==> src/rtl/rr_arb_pkg.sv <==
// Shared types and constants for the 16-way round-robin grant arbiter.
package rr_arb_pkg;

    localparam int unsigned NUM_REQ = 16;
    localparam int unsigned ID_W    = 4;

    typedef enum logic [1:0] {
        StIdle = 2'd0,
        StOwn  = 2'd1,
        StTurn = 2'd2
    } arb_state_e;

    function automatic logic [NUM_REQ-1:0] onehot_of(input logic [ID_W-1:0] id);
        return NUM_REQ'(1) << id;
    endfunction

endpackage

==> src/rtl/rr_pri_search.sv <==
// Rotating-priority search: first set request at or above ptr, wrapping past 15 to 0.
module rr_pri_search
    import rr_arb_pkg::*;
(
    input  logic [NUM_REQ-1:0] req,
    input  logic [ID_W-1:0]    ptr,
    output logic               found,
    output logic [ID_W-1:0]    idx
);

    logic [2*NUM_REQ-1:0] dbl;
    logic [NUM_REQ-1:0]   rot;
    logic [ID_W-1:0]      enc;

    // Doubling the vector turns the rotate into a plain shift.
    assign dbl = {req, req} >> ptr;
    assign rot = dbl[NUM_REQ-1:0];

    always_comb begin
        enc = '0;
        for (int i = NUM_REQ - 1; i >= 0; i--) begin
            if (rot[i]) begin
                enc = ID_W'(i);
            end
        end
    end

    assign found = |req;
    assign idx   = enc + ptr;

endmodule

==> src/rtl/rr_grant_arbiter.sv <==
// Round-robin grant arbiter: holds a grant until release or hold-limit timeout,
// then inserts one turnaround cycle before the next owner.
module rr_grant_arbiter
    import rr_arb_pkg::*;
#(
    parameter int unsigned MAX_HOLD = 8,
    parameter int unsigned HOLD_W   = 8
) (
    input  logic               clk,
    input  logic               reset,
    input  logic               enable,
    input  logic [NUM_REQ-1:0] req,
    output logic [NUM_REQ-1:0] grant_vec,
    output logic [ID_W-1:0]    grant_id,
    output logic               grant_valid,
    output logic               preempt
);

    arb_state_e         state_q, state_d;
    logic [NUM_REQ-1:0] grant_vec_q, grant_vec_d;
    logic [ID_W-1:0]    grant_id_q, grant_id_d;
    logic               grant_valid_q, grant_valid_d;
    logic               preempt_q, preempt_d;
    logic [HOLD_W-1:0]  hold_cnt_q, hold_cnt_d;
    logic [ID_W-1:0]    rr_ptr_q, rr_ptr_d;

    logic               found;
    logic [ID_W-1:0]    win_idx;
    logic               timeout;
    logic               owner_req;

    rr_pri_search u_search (
        .req   (req),
        .ptr   (rr_ptr_q),
        .found (found),
        .idx   (win_idx)
    );

    assign timeout   = (hold_cnt_q == HOLD_W'(MAX_HOLD));
    assign owner_req = req[grant_id_q];

    always_comb begin
        state_d       = state_q;
        grant_vec_d   = grant_vec_q;
        grant_id_d    = grant_id_q;
        grant_valid_d = grant_valid_q;
        preempt_d     = 1'b0;
        hold_cnt_d    = hold_cnt_q;
        rr_ptr_d      = rr_ptr_q;
        unique case (state_q)
            StIdle: begin
                if (enable && found) begin
                    grant_vec_d   = onehot_of(win_idx);
                    grant_id_d    = win_idx;
                    grant_valid_d = 1'b1;
                    hold_cnt_d    = HOLD_W'(1);
                    state_d       = StOwn;
                end
            end
            StOwn: begin
                if (!owner_req || timeout) begin
                    grant_vec_d   = '0;
                    grant_valid_d = 1'b0;
                    rr_ptr_d      = grant_id_q + ID_W'(1);
                    // A simultaneous release takes precedence over the timeout.
                    preempt_d     = owner_req;
                    state_d       = StTurn;
                end else if (!timeout) begin
                    hold_cnt_d = hold_cnt_q + HOLD_W'(1);
                end
            end
            StTurn: begin
                state_d = StIdle;
            end
            default: begin
                state_d = StIdle;
            end
        endcase
    end

    always_ff @(posedge clk or posedge reset) begin
        if (reset) begin
            state_q       <= StIdle;
            grant_vec_q   <= '0;
            grant_id_q    <= '0;
            grant_valid_q <= 1'b0;
            preempt_q     <= 1'b0;
            hold_cnt_q    <= '0;
            rr_ptr_q      <= '0;
        end else begin
            state_q       <= state_d;
            grant_vec_q   <= grant_vec_d;
            grant_id_q    <= grant_id_d;
            grant_valid_q <= grant_valid_d;
            preempt_q     <= preempt_d;
            hold_cnt_q    <= hold_cnt_d;
            rr_ptr_q      <= rr_ptr_d;
        end
    end

    assign grant_vec   = grant_vec_q;
    assign grant_id    = grant_id_q;
    assign grant_valid = grant_valid_q;
    assign preempt     = preempt_q;

endmodule

==> config.mk <==
export PLATFORM = sky130hd
export DESIGN_NAME = rr_grant_arbiter
export DESIGN_NICKNAME = d
export VERILOG_FILES = /design/src/rtl/rr_arb_pkg.sv /design/src/rtl/rr_pri_search.sv /design/src/rtl/rr_grant_arbiter.sv
export SDC_FILE = /design/constraint.sdc
export NUM_CORES = 1
export LEC_CHECK = 0
export CORE_MARGIN = 4
export CORE_UTILIZATION = 23
export CTS_CLUSTER_SIZE = 8
export DETAILED_ROUTE_END_ITERATION = 10
export GPL_TIMING_DRIVEN = 0
export PLACE_DENSITY = 0.38
export SYNTH_ARGS = -nofsm -noshare
export SYNTH_HDL_FRONTEND = slang
export SYNTH_SLANG_ARGS = --single-unit
==> constraint.sdc <==
create_clock -name clk -period 8.73 [get_ports clk]
set_clock_uncertainty 0.05 [all_clocks]
set_input_delay 0.873 -clock clk [delete_from_list [all_inputs] [get_ports clk]]
set_output_delay 0.873 -clock clk [all_outputs]
set_load 0.1 [all_outputs]
==> flow_summary.ini <==
[sta]
setup_ws_ns = 3.61
tightest_slew_ns = 0.980
fmax_mhz = 195
tns_ns = 0
setup_viol = 0
grt_setup_unrepaired = false
fin_hold_ws_ns = 0.433
min_period_ns = 5.12
maxSlewViolCount = 0
finalHoldViolations = 0
fin_crit_sh = 0.587
max_slew_margin = 0.344

[global_route]
grt_first_pass_wirelength_um = 16900
antenna_found_initial = 0
grt_max_degree = 37
grt_overflow_total = 0
busiest_layer = met2
use_met1 = 0.190
grt_use_met2 = 0.203
grtUsageMet3 = 0.0217
grt_pass1_vias = 3037
grt_usage = 0.130

[final_layout]
fin_cells = 589
drive_above_1_share = 0.127
final_net_count = 435
diodes = 0
syn_to_final_growth_pct = 23.2

[logic_synthesis]
syn_area_mm2 = 0.00328
synth_top_cell_area_share = 0.275
synth_cell_types = 64
syn_avg_cell_area_um2 = 9.06
yosysWarnings = 0
syn_inst = 362
seq_area_frac_synth = 0.275
synth_fp_nets = 388
yosys.area.top_type = dfrtp_1
synth_edf_count = 0
ys_seq_elements = 36
synth_area_leaders = dfrtp_1 (27%), mux4_2 (14%), nand2_1 (4.6%)
synthTopCellsByCount = nand2_1 (40), dfrtp_1 (36), o21ai_0 (27), nor2_1 (25)
synth_async_sr_flop_share = 1.00
ys.flop_type = dfrtp_1
synth_most_common_cell = nand2_1

[detailed_routing]
drtAntennaViolNets = 0
post_drt_via_cell_ratio = 5.22
dr.pass1.iters = 4
post-route-drc-count = 0
drt_wl_total_um = 10400
wl_per_cell_um = 17.6
first_iter_violations = 197
num_vias = 3075

[run]
drv_cap = 0

[placement]
place_worst_setup_slack_ns = 3.36
gp_congestion = 0.818
place_inst = 582
port_buffers = 40
dp_hpwl_um = 7860

[outcome]
status = finished, final reports clean

[clock_tree]
clk_latency_ns = 0.28
postCtsSetupBuffers = 0
cts_sinks = 36
cts.path.max_buffers = 2
cts_resized = 0
hold_buffers = 0
root_buffer = clkbuf_16
path_clk_slew_ns = 0.06
tritoncts = done
cts_buffers = 5
htree_levels = 2

[critical_path]
crit_slowest_cell = mux4_2
cp-end-kind = flip-flop
cpMostUsedCell = a21oi_1
cp_max_fo = 10
crit_type = input pin to flip-flop
crit_required_ns = 8.83
worst_setup_path_start_kind = input pin
crit_path_cell_trace = clkdlybuf4s50_1 -> mux4_2 -> mux2i_2 -> nand4_1 -> o22ai_2 -> buf_2 -> a21oi_1 -> ha_1 -> a21oi_1 -> xnor2_1 -> clkbuf_1 -> nor3_1 -> and4_1 -> or3_1
slowest_delay_ns = 0.61
cp.arrival_ns = 5.23
r2r_cells = 15

[floorplan]
fp.dieW_um = 127
core_area_mm2 = 0.0139
die_area_mm2 = 0.0162
die_y_um = 127
start_util = 0.235
rows = 43
io_pins = 41

[worst_hold_path]
min_path_cells = 2
hold_path_class = flip-flop to flip-flop
## area by class of cell
class,count,area (um2)
Clock buffer,6,129
Clock inverter,1,5.00
Timing Repair Buffer,40,400
Tap cell,180,225
Multi-Input combinational cell,294,2220
Sequential cell,36,901
Buffer,21,120
Fill cell,1489,9900
Inverter,11,41.3
## placed cells by master (no fill, tap or decap), drive strengths merged, types with 2 or more instances in the layout
master / netlist / final
buf: 11 / 11
dfrtp: 36 / 36
inv: 11 / 11
nand4b: 5 / 5
mux4: 22 / 22
nor4: 4 / 4
and4: 2 / 2
or3: 5 / 5
nor2b: 6 / 6
a21bo: 2 / 2
mux2: 4 / 4
nor3b: 4 / 4
nand2: 40 / 40
a211oi: 4 / 4
a21oi: 17 / 17
a22o: 2 / 2
nand4: 20 / 20
xor2: 7 / 7
clkdlybuf4s50: 0 / 40
nor2: 26 / 26
ha: 6 / 6
mux2i: 8 / 8
a2bb2oi: 2 / 2
o21a: 2 / 2
o211ai: 8 / 8
nand3: 16 / 16
a21boi: 2 / 2
and2: 7 / 7
a21o: 2 / 2
nor3: 16 / 16
o21ai: 27 / 27
xnor2: 4 / 4
and3: 4 / 4
clkbuf: 10 / 16
## logic make-up (layout without fill, tap and decap cells)
group / Yosys count / after routing / share of synthesized area
AND/OR/NAND/NOR: 161 / 161 / 0.256
AO/OA/AOI/OAI: 80 / 80 / 0.161
flip-flops: 36 / 36 / 0.275
multiplexers: 34 / 34 / 0.197
buffers and inverters: 32 / 79 / 0.0492
XOR/XNOR: 11 / 11 / 0.0294
adder cells (fa/ha/maj): 8 / 8 / 0.0324
## critical path: cells and delay by family
kind                       cells  cell delay, ns
buffers and inverters          3            1.24
and+or+nand+nor                4            0.97
xor gates and xnor gates       1            0.19
adders and majority gates      1            0.34
muxes                          2            0.86
AOI/OAI and AO/OA              3            0.77
## flip-flops by register name, indices dropped and copies added, names as in the netlist
register,flops
grant_id,4
rr_ptr_q,4
state_q,2
preempt,1
hold_cnt_q,8
grant_valid,1
grant_vec,16
## layer usage
layer / wire, um / vias to the layer above / part of all wire
met4: 63 / 0 / 0.0061
met5: 0 / - / 0
li1: - / 1472 / -
met2: 4770 / 64 / 0.46
met1: 5210 / 1532 / 0.50
met3: 311 / 7 / 0.030
## worst paths after layout
check	from	endpoint	slack (ns)
setup / recovery	req[5]	grant_vec[10]	3.61
hold / removal	grant_vec[14]	grant_vec[14]	0.43
setup reg to reg	rr_ptr_q[1]	grant_vec[10]	4.05
hold reg to reg	grant_vec[14]	grant_vec[14]	0.43
max in group asynchronous	reset	grant_vec[4]	7.09
min in group asynchronous	reset	preempt	1.03
## through the flow
| stage | utilization | instance area (um2) |
|---|---|---|
| global route | 0.290 | 4040 |
| finish | 0.290 | 4040 |
| floorplan | - | 3280 |
| CTS | 0.290 | 4040 |
| global placement | 0.280 | 3900 |
| detailed placement | 0.280 | 3900 |
Power is left out: the tool's default activity adds up to more than one toggle a clock period on the data nets, which glitch-free logic cannot reach.
